### src/rtl/sr_drv_pkg.sv
// Shared encodings for the SR pulse driver: command opcodes and FSM states.
package sr_drv_pkg;

  typedef enum logic [1:0] {
    OP_NOP = 2'b00,
    OP_CLR = 2'b01,
    OP_SET = 2'b10,
    OP_TOG = 2'b11
  } op_e;

  typedef enum logic [1:0] {
    ST_IDLE  = 2'b00,
    ST_DRIVE = 2'b01,
    ST_GUARD = 2'b10
  } state_e;

  // Resolve a command to "drive s" (1) or "drive r" (0); TOGGLE inverts q.
  function automatic logic op_is_set(input op_e op, input logic q);
    return (op == OP_SET) || ((op == OP_TOG) && !q);
  endfunction

endpackage

### src/rtl/sr_pulse_driver_if.sv
// Command handshake between a requester and the SR pulse driver.
interface sr_pulse_driver_if;
  import sr_drv_pkg::*;

  logic req_valid;
  op_e  req_op;
  logic req_ready;

  modport master (output req_valid, output req_op, input  req_ready);
  modport slave  (input  req_valid, input  req_op, output req_ready);
endinterface

### src/rtl/sr_pulse_timer.sv
// Loadable phase down-counter; holds at zero instead of wrapping.
module sr_pulse_timer #(
  parameter int CNT_W = 4
) (
  input  logic             clk,
  input  logic             rst_n,
  input  logic             load,
  input  logic [CNT_W-1:0] load_val,
  output logic             zero
);

  logic [CNT_W-1:0] cnt;

  // Load on phase entry, otherwise count down and saturate at zero.
  always_ff @(posedge clk or negedge rst_n) begin
    if (!rst_n)           cnt <= '0;
    else if (load)        cnt <= load_val;
    else if (cnt != '0)   cnt <= cnt - CNT_W'(1);
  end

  assign zero = (cnt == '0);

endmodule

### src/rtl/sr_pulse_driver.sv
// Drives set/reset pulses of fixed width plus a guard gap into a downstream
// SR master-slave flop. s and r come from one FSM register and are only ever
// loaded as complements or both zero, so they can never overlap.
module sr_pulse_driver
  import sr_drv_pkg::*;
#(
  parameter int PULSE_CYC = 2,
  parameter int GUARD_CYC = 1,
  parameter int CNT_W     = 4
) (
  input  logic                  clk,
  input  logic                  rst_n,
  sr_pulse_driver_if.slave      bus,
  input  logic                  q_fb,
  output logic                  s,
  output logic                  r,
  output logic                  busy,
  output logic                  done
);

  // Counter reload values: the phase ends on the cycle the counter reads zero.
  localparam logic [CNT_W-1:0] PULSE_LD = CNT_W'(PULSE_CYC - 1);
  localparam logic [CNT_W-1:0] GUARD_LD = (GUARD_CYC == 0) ? '0 : CNT_W'(GUARD_CYC - 1);

  state_e           state;
  logic             accept;
  logic             start;
  logic             load;
  logic [CNT_W-1:0] load_val;
  logic             zero;

  assign bus.req_ready = (state == ST_IDLE);
  assign busy          = (state != ST_IDLE);
  assign accept        = bus.req_valid && bus.req_ready;
  assign start         = accept && (bus.req_op != OP_NOP);

  // Reload the shared counter on entry to DRIVE or GUARD.
  always_comb begin
    load     = 1'b0;
    load_val = PULSE_LD;
    if (start) begin
      load     = 1'b1;
      load_val = PULSE_LD;
    end else if ((state == ST_DRIVE) && zero && (GUARD_CYC != 0)) begin
      load     = 1'b1;
      load_val = GUARD_LD;
    end
  end

  sr_pulse_timer #(.CNT_W(CNT_W)) u_timer (
    .clk      (clk),
    .rst_n    (rst_n),
    .load     (load),
    .load_val (load_val),
    .zero     (zero)
  );

  // Phase FSM with registered s/r/done; TOGGLE is resolved only at acceptance.
  always_ff @(posedge clk or negedge rst_n) begin
    if (!rst_n) begin
      state <= ST_IDLE;
      s     <= 1'b0;
      r     <= 1'b0;
      done  <= 1'b0;
    end else begin
      done <= 1'b0;
      case (state)
        ST_IDLE: begin
          if (start) begin
            state <= ST_DRIVE;
            s     <= op_is_set(bus.req_op, q_fb);
            r     <= !op_is_set(bus.req_op, q_fb);
          end
        end
        ST_DRIVE: begin
          if (zero) begin
            s <= 1'b0;
            r <= 1'b0;
            if (GUARD_CYC == 0) begin
              state <= ST_IDLE;
              done  <= 1'b1;
            end else begin
              state <= ST_GUARD;
            end
          end
        end
        ST_GUARD: begin
          if (zero) begin
            state <= ST_IDLE;
            done  <= 1'b1;
          end
        end
        default: begin
          state <= ST_IDLE;
          s     <= 1'b0;
          r     <= 1'b0;
        end
      endcase
    end
  end

endmodule

### src/flat_wrapper.sv
// flat-port wrapper written by rule: the top's interface ports become plain ports
module sr_pulse_driver_flat import sr_drv_pkg::*;
#(
  parameter int PULSE_CYC = 2,
  parameter int GUARD_CYC = 1,
  parameter int CNT_W     = 4
)
  (clk, rst_n, q_fb, s, r, busy, done, bus_req_valid, bus_req_op, bus_req_ready);
  sr_pulse_driver_if bus_i ();
  input  logic clk;
  input  logic rst_n;
  input  logic q_fb;
  output logic s;
  output logic r;
  output logic busy;
  output logic done;
  input wire logic [$bits(bus_i.req_valid)-1:0] bus_req_valid;
  input wire logic [$bits(bus_i.req_op)-1:0] bus_req_op;
  output wire logic [$bits(bus_i.req_ready)-1:0] bus_req_ready;
  assign bus_i.req_valid = bus_req_valid;
  assign bus_i.req_op = bus_req_op;
  assign bus_req_ready = bus_i.req_ready;
  sr_pulse_driver #(.PULSE_CYC(PULSE_CYC), .GUARD_CYC(GUARD_CYC), .CNT_W(CNT_W)) u_core (.clk(clk), .rst_n(rst_n), .bus(bus_i), .q_fb(q_fb), .s(s), .r(r), .busy(busy), .done(done));
endmodule
### config.mk
export PLATFORM = sky130hd
export DESIGN_NAME = sr_pulse_driver_flat
export DESIGN_NICKNAME = d
export VERILOG_FILES = /design/src/rtl/sr_drv_pkg.sv /design/src/rtl/sr_pulse_driver_if.sv /design/src/rtl/sr_pulse_timer.sv /design/src/rtl/sr_pulse_driver.sv /design/src/flat_wrapper.sv
export SDC_FILE = /design/constraint.sdc
export NUM_CORES = 1
export LEC_CHECK = 0
export ABC_AREA = 1
export CAP_MARGIN = 10
export CORE_AREA = 10 10 47 49
export DETAILED_ROUTE_END_ITERATION = 6
export DIE_AREA = 0 0 57 59
export PLACE_DENSITY = 0.72
export RECOVER_POWER = 100
export SYNTH_ARGS = -nofsm -noshare
export SYNTH_HDL_FRONTEND = slang
export SYNTH_HIERARCHICAL = 1
export SYNTH_SLANG_ARGS = --single-unit
export TNS_END_PERCENT = 1
### constraint.sdc
create_clock -name clk -period 2.1 [get_ports clk]
set_input_delay 0.42 -clock clk [delete_from_list [all_inputs] [get_ports clk]]
set_output_delay 0.42 -clock clk [all_outputs]
set_load 0.05 [all_outputs]
======== After elaboration in Yosys (flattened, before gate mapping) ========
Index checks and enable logic that the tools add are counted.
storage, ports and cells
  register bits after elaboration ......... 9
  bits in latches ......................... 0
  bits in writable memories ............... 0
  memory bits (read-only) ................. 0
  input port bits ......................... 6
  output and inout port bits .............. 5
  word-level logic and storage cells ...... 46
  memories kept ........................... 0
operators by class
  $add $sub $neg .......................... 1
  $mul .................................... 0
  divide/modulo/power cells ............... 0
  $lt $le $gt $ge ......................... 0
  equality and inequality tests ........... 7
  shifts and indexed selects .............. 0
  mux-type cells .......................... 17
  bitwise operators ....................... 1
  reductions and logical operators ........ 15
operator list
  cell                   count
  $mux W1                9
  $mux W4                2
  $eq A2 B2 Y1 const B   3
  $mux W2                3
  $pmux W1 S3            2
  $pmux W2 S3            1
  $reduce_and A3 Y1      2
  $reduce_bool A2 Y1     3
  $logic_and A1 B1 Y1    4
  $logic_not A4 Y1       1
  $ne A2 B1 Y1 const B   2
  $reduce_bool A4 Y1     1
  $sub A4 B1 Y4 const B  1
  $eq A2 B1 Y1 const B   1
  $logic_not A1 Y1       2
  $logic_not A2 Y1       1
  $ne A2 B2 Y1 const B   1
  $logic_or A1 B1 Y1     1
  $not A1 Y1             1

======== Longest topological paths before layout ========
  depth after elaboration ................. 6
  mapped depth ............................ 11

======== By module ========
Netlist, hierarchy kept.
by module, submodules not included
  module           instances  cells an instance  area each (um^2)
  sr_pulse_driver  1          32                 255.2
  sr_pulse_timer   1          34                 242.7

======== Worst setup path before layout ========
OpenSTA, ideal clock, no wires.
  kind .................................... register -> register
  from .................................... register u_core.u_timer.cnt[0]
  to ...................................... register u_core.u_timer.cnt[3]
  data arrival time ....................... 1.399 ns
  required time ........................... 1.984 ns
  setup slack ............................. 0.585 ns
  stages on the path, launching flop included .. 12
  period minus slack after synthesis ...... 1.515 ns
  cells stage by stage .................... dfrtp_1 > inv_1 > ha_1 > nand2_1 > inv_1 > nand3_1 > nand2_1 > inv_1 > nand2_1 > inv_1 > nand2_1 > nand2_1
between the ends
  word-level cells in the longest chain between the ends .. 5
RTL lines
  what                                           line                   RTL
  start: declaration                             sr_pulse_timer.sv:12   logic [CNT_W-1:0] cnt;
  start signal: assignment                       sr_pulse_timer.sv:17   else if (load) cnt <= load_val;
  start signal: assignment                       sr_pulse_timer.sv:18   else if (cnt != '0) cnt <= cnt - CNT_W'(1);
  $logic_not A4 Y1 *                             sr_pulse_timer.sv:21   assign zero = (cnt == '0);
  via u_core.zero                                sr_pulse_driver.sv:30  logic zero;
  $logic_and A1 B1 Y1 *                          sr_pulse_driver.sv:44  end else if ((state == ST_DRIVE) && zero && (GUARD_CYC != 0)) begin
  $mux W1 *                                      sr_pulse_driver.sv:44
  $mux W1 *                                      sr_pulse_driver.sv:41  if (start) begin
  via u_core.load                                sr_pulse_driver.sv:28  logic load;
  $mux W4 or $reduce_bool A2 Y1 (tied branches)  -
Mark *: on every way through the listed nets, which the timed path passes. The rest lies on a longest branch. The select of a mux whose other input is x is not followed.
A chain may end at the register's enable or synchronous reset.

======== Worst setup path in the final report ========
  from .................................... register u_core.r
  to ...................................... output r
RTL lines
  what                      line                   RTL
  start: declaration        sr_pulse_driver.sv:16  output logic r,
  start signal: assignment  sr_pulse_driver.sv:72  r <= !op_is_set(bus.req_op, q_fb);
  end: declaration          flat_wrapper.sv:14     output logic r;
No word-level cell between the ends.

==> flow_metrics.tcl <==
set metrics [dict create \
    status "complete, no violations" \
    slowest_delay_ns 0.88 \
    dieArea_mm2 0.00336 \
    cts_buffers 3 \
    cts_max_path_buffers 2 \
    cts_tree "done" \
    final_layout_size_suffix_gt1_frac 0.0732 \
    antenna_cells 0 \
    synthAdderAreaFrac 0.0251 \
    cap_violations 0 \
    synthSimpleGateAreaFrac 0.314 \
    synth_top_family_by_area "simple AND/OR/NAND/NOR gates" \
    finClkSkew_ns 0.00236 \
    dpl-instance-area_um2 621 \
    drc_errors 0 \
    max_freq_mhz 525 \
    drt_iter0_markers 6 \
    hold_end "u_core/r" \
    ctsResizeCount 0 \
    start_kind "register" \
    crit_slowest_cell "dlygate4sd3_1" \
    reg2reg_from "u_core/u_timer/cnt[0]" \
    cp-end-kind "output port" \
    gp_congestion 0.788 \
    track_usage 0.0617 \
    portBuffers 10 \
    antenna_found_initial 0 \
    r2r_cells 9 \
    hold_depth 2 \
    tightest_slew_ns 0.593 \
    cts_setup_buffers 0 \
    core-area_mm2 0.00140 \
    dr.pass1.iters 4 \
    crit_type "reg -> out" \
    rsz0062_at_grt "no" \
    p_leak_nw 0.340 \
    postRouteAntennaNets 0 \
    wl_um 943 \
    peakVddDrop_mv 0.673 \
    hold_class "reg -> reg" \
    path_clk_slew_ns 0.06 \
    post-route-util 0.447 \
    cts.sink_count 9 \
    drt-wirelength-per-cell_um 9.62 \
    rr_endpoint "u_core/u_timer/cnt[0]" \
    timing.final.ws_setup_ns 0.196 \
    hold_slack_ns 0.502 \
    grt_pass1_wl_um 1570 \
    rows 14 \
    synth_seq_area_share 0.452 \
    pre_cts_slack_ns 0.293 \
    p_per_area_mw_per_mm2 1500 \
    cpLargestDelayFamily "buffers and inverters" \
    rrSetupSlack_ns 0.45 \
    ys_warn_count 6 \
    dp_hpwl_um 755 \
    grt-ovfl-total 0 \
    post-route-period-util 0.907 \
    die_h_um 59 \
    io_pins 11 \
    clock_latency_ns 0.26 \
    worst-path-buf-inv 1 \
    cts-htree-levels 1 \
    worst_ep_required_time_ns 1.68 \
    dr_total_vias 423 \
    cts_root_buf "clkbuf_4" \
    crit_fanout 2 \
    fin_setup_tns_ns 0 \
    setup-violations-final 0 \
    synthesis.area_um2 498 \
    fin_crit_ns 1.90 \
    start_util 0.355 \
    grt_max_degree 10 \
    netlist_instances 66 \
    syn_to_final_growth_pct 25.9 \
    synth_mux_area_frac 0 \
    synth_xor_area_frac 0.0176 \
    slew_violations 0 \
    synth_compound_area_frac 0.0930 \
    hold_viol_final 0 \
    fin_area_um2 627 \
    slew_headroom 0.607 \
    ys_seq_elements 9 \
    grt_pass1_vias 392 \
    die_x_um 57 \
    hold_buffers 0 \
    fin_nets 90 \
    syn_area_per_cell_um2 7.55 \
    viasPerCell 4.32 \
    critPathArrivalTime_ns 1.48 \
    hold_path.startpoint "u_core/r" \
    crit_chain "dlygate4sd3_1" \
    synth.distinct_cells 16 \
]
worst register-to-register path, stage by stage, from the launching register on:
cell and delay, ns:
dfrtp_1 0.37, inv_1 0.11, ha_1 0.22, nand2_1 0.08
inv_1 0.10, nand3_1 0.12, nand2_1 0.21, inv_1 0.09
nand3_1 0.13, o21ai_0 0.10
power breakdown:
group	internal (mW)	switching [mW]
logic	0.166	0.345
clock network	0.0732	0.0595
registers	0.246	0.0494
routing by layer:
| layer | GRT usage | wire length (µm) |
|---|---|---|
| met3 | 0.0365 | 68 |
| met4 | 0.0604 | 10 |
| met5 | 0 | 0 |
| met1 | 0.0676 | 457 |
| met2 | 0.0791 | 406 |
sequential cells by signal, summed over array words and instances, names as in the netlist:
name / cells
u_core/u_timer/cnt: 4
u_core/s: 1
u_core/done: 1
u_core/state: 2
u_core/r: 1
kinds of logic after synthesis:
family,Yosys count
flops,9
simple gates,34
xor+xnor,1
buf+inv,12
compound gates,8
fa+ha+maj,1
other cells,1
Yosys cell counts, drive strengths merged:
master	n	share of area
nand3	9	0.10
dfrtp	9	0.45
inv	12	0.090
xnor2	1	0.018
o21a	1	0.015
nor2	4	0.050
ha	1	0.025
o21ai	7	0.078
conb	1	0.0075
or2	1	0.013
nand2	20	0.15
cells in the final DEF, fill, tap and decap left out, types with 3 or more instances in the layout:
cell type / n
nand2_1: 20
clkbuf_4: 3
conb_1: 3
nand3_1: 9
clkdlybuf4s50_1: 4
nor2_1: 3
dlygate4sd3_1: 4
o21ai_0: 7
dfrtp_1: 9
inv_1: 11
worst max path at each step:
stage	startpoint	to	slack, ns	cells after the start
2_1_floorplan	u_core/u_timer/cnt[0]	u_core/u_timer/cnt[3]	0.58	11
3_3_place_gp	bus_req_op[0]	u_core/u_timer/cnt[3]	0.31	10
3_5_place_dp	bus_req_op[0]	u_core/u_timer/cnt[3]	0.29	10
4_1_cts	u_core/r	r	0.24	1
5_1_grt	u_core/s	s	0.15	1
6_report	u_core/r	r	0.20	1
cell type report:
| class | count | area [µm²] |
|---|---|---|
| inverters | 12 | 45.0 |
| fillers | 156 | 774 |
| multi-input cells | 47 | 219 |
| repair buffers | 10 | 91.3 |
| clock buffers | 4 | 26.3 |
| well taps | 16 | 20.0 |
| flip-flops and latches | 9 | 225 |
through the flow:
step                cells  total power, mW
floorplan              68            0.715
global placement       94            0.844
detailed placement     94            0.853
CTS                    98            0.996
global route           98             1.03
finish                 98            0.939
Note: power is estimated with default switching activity, not from simulation.
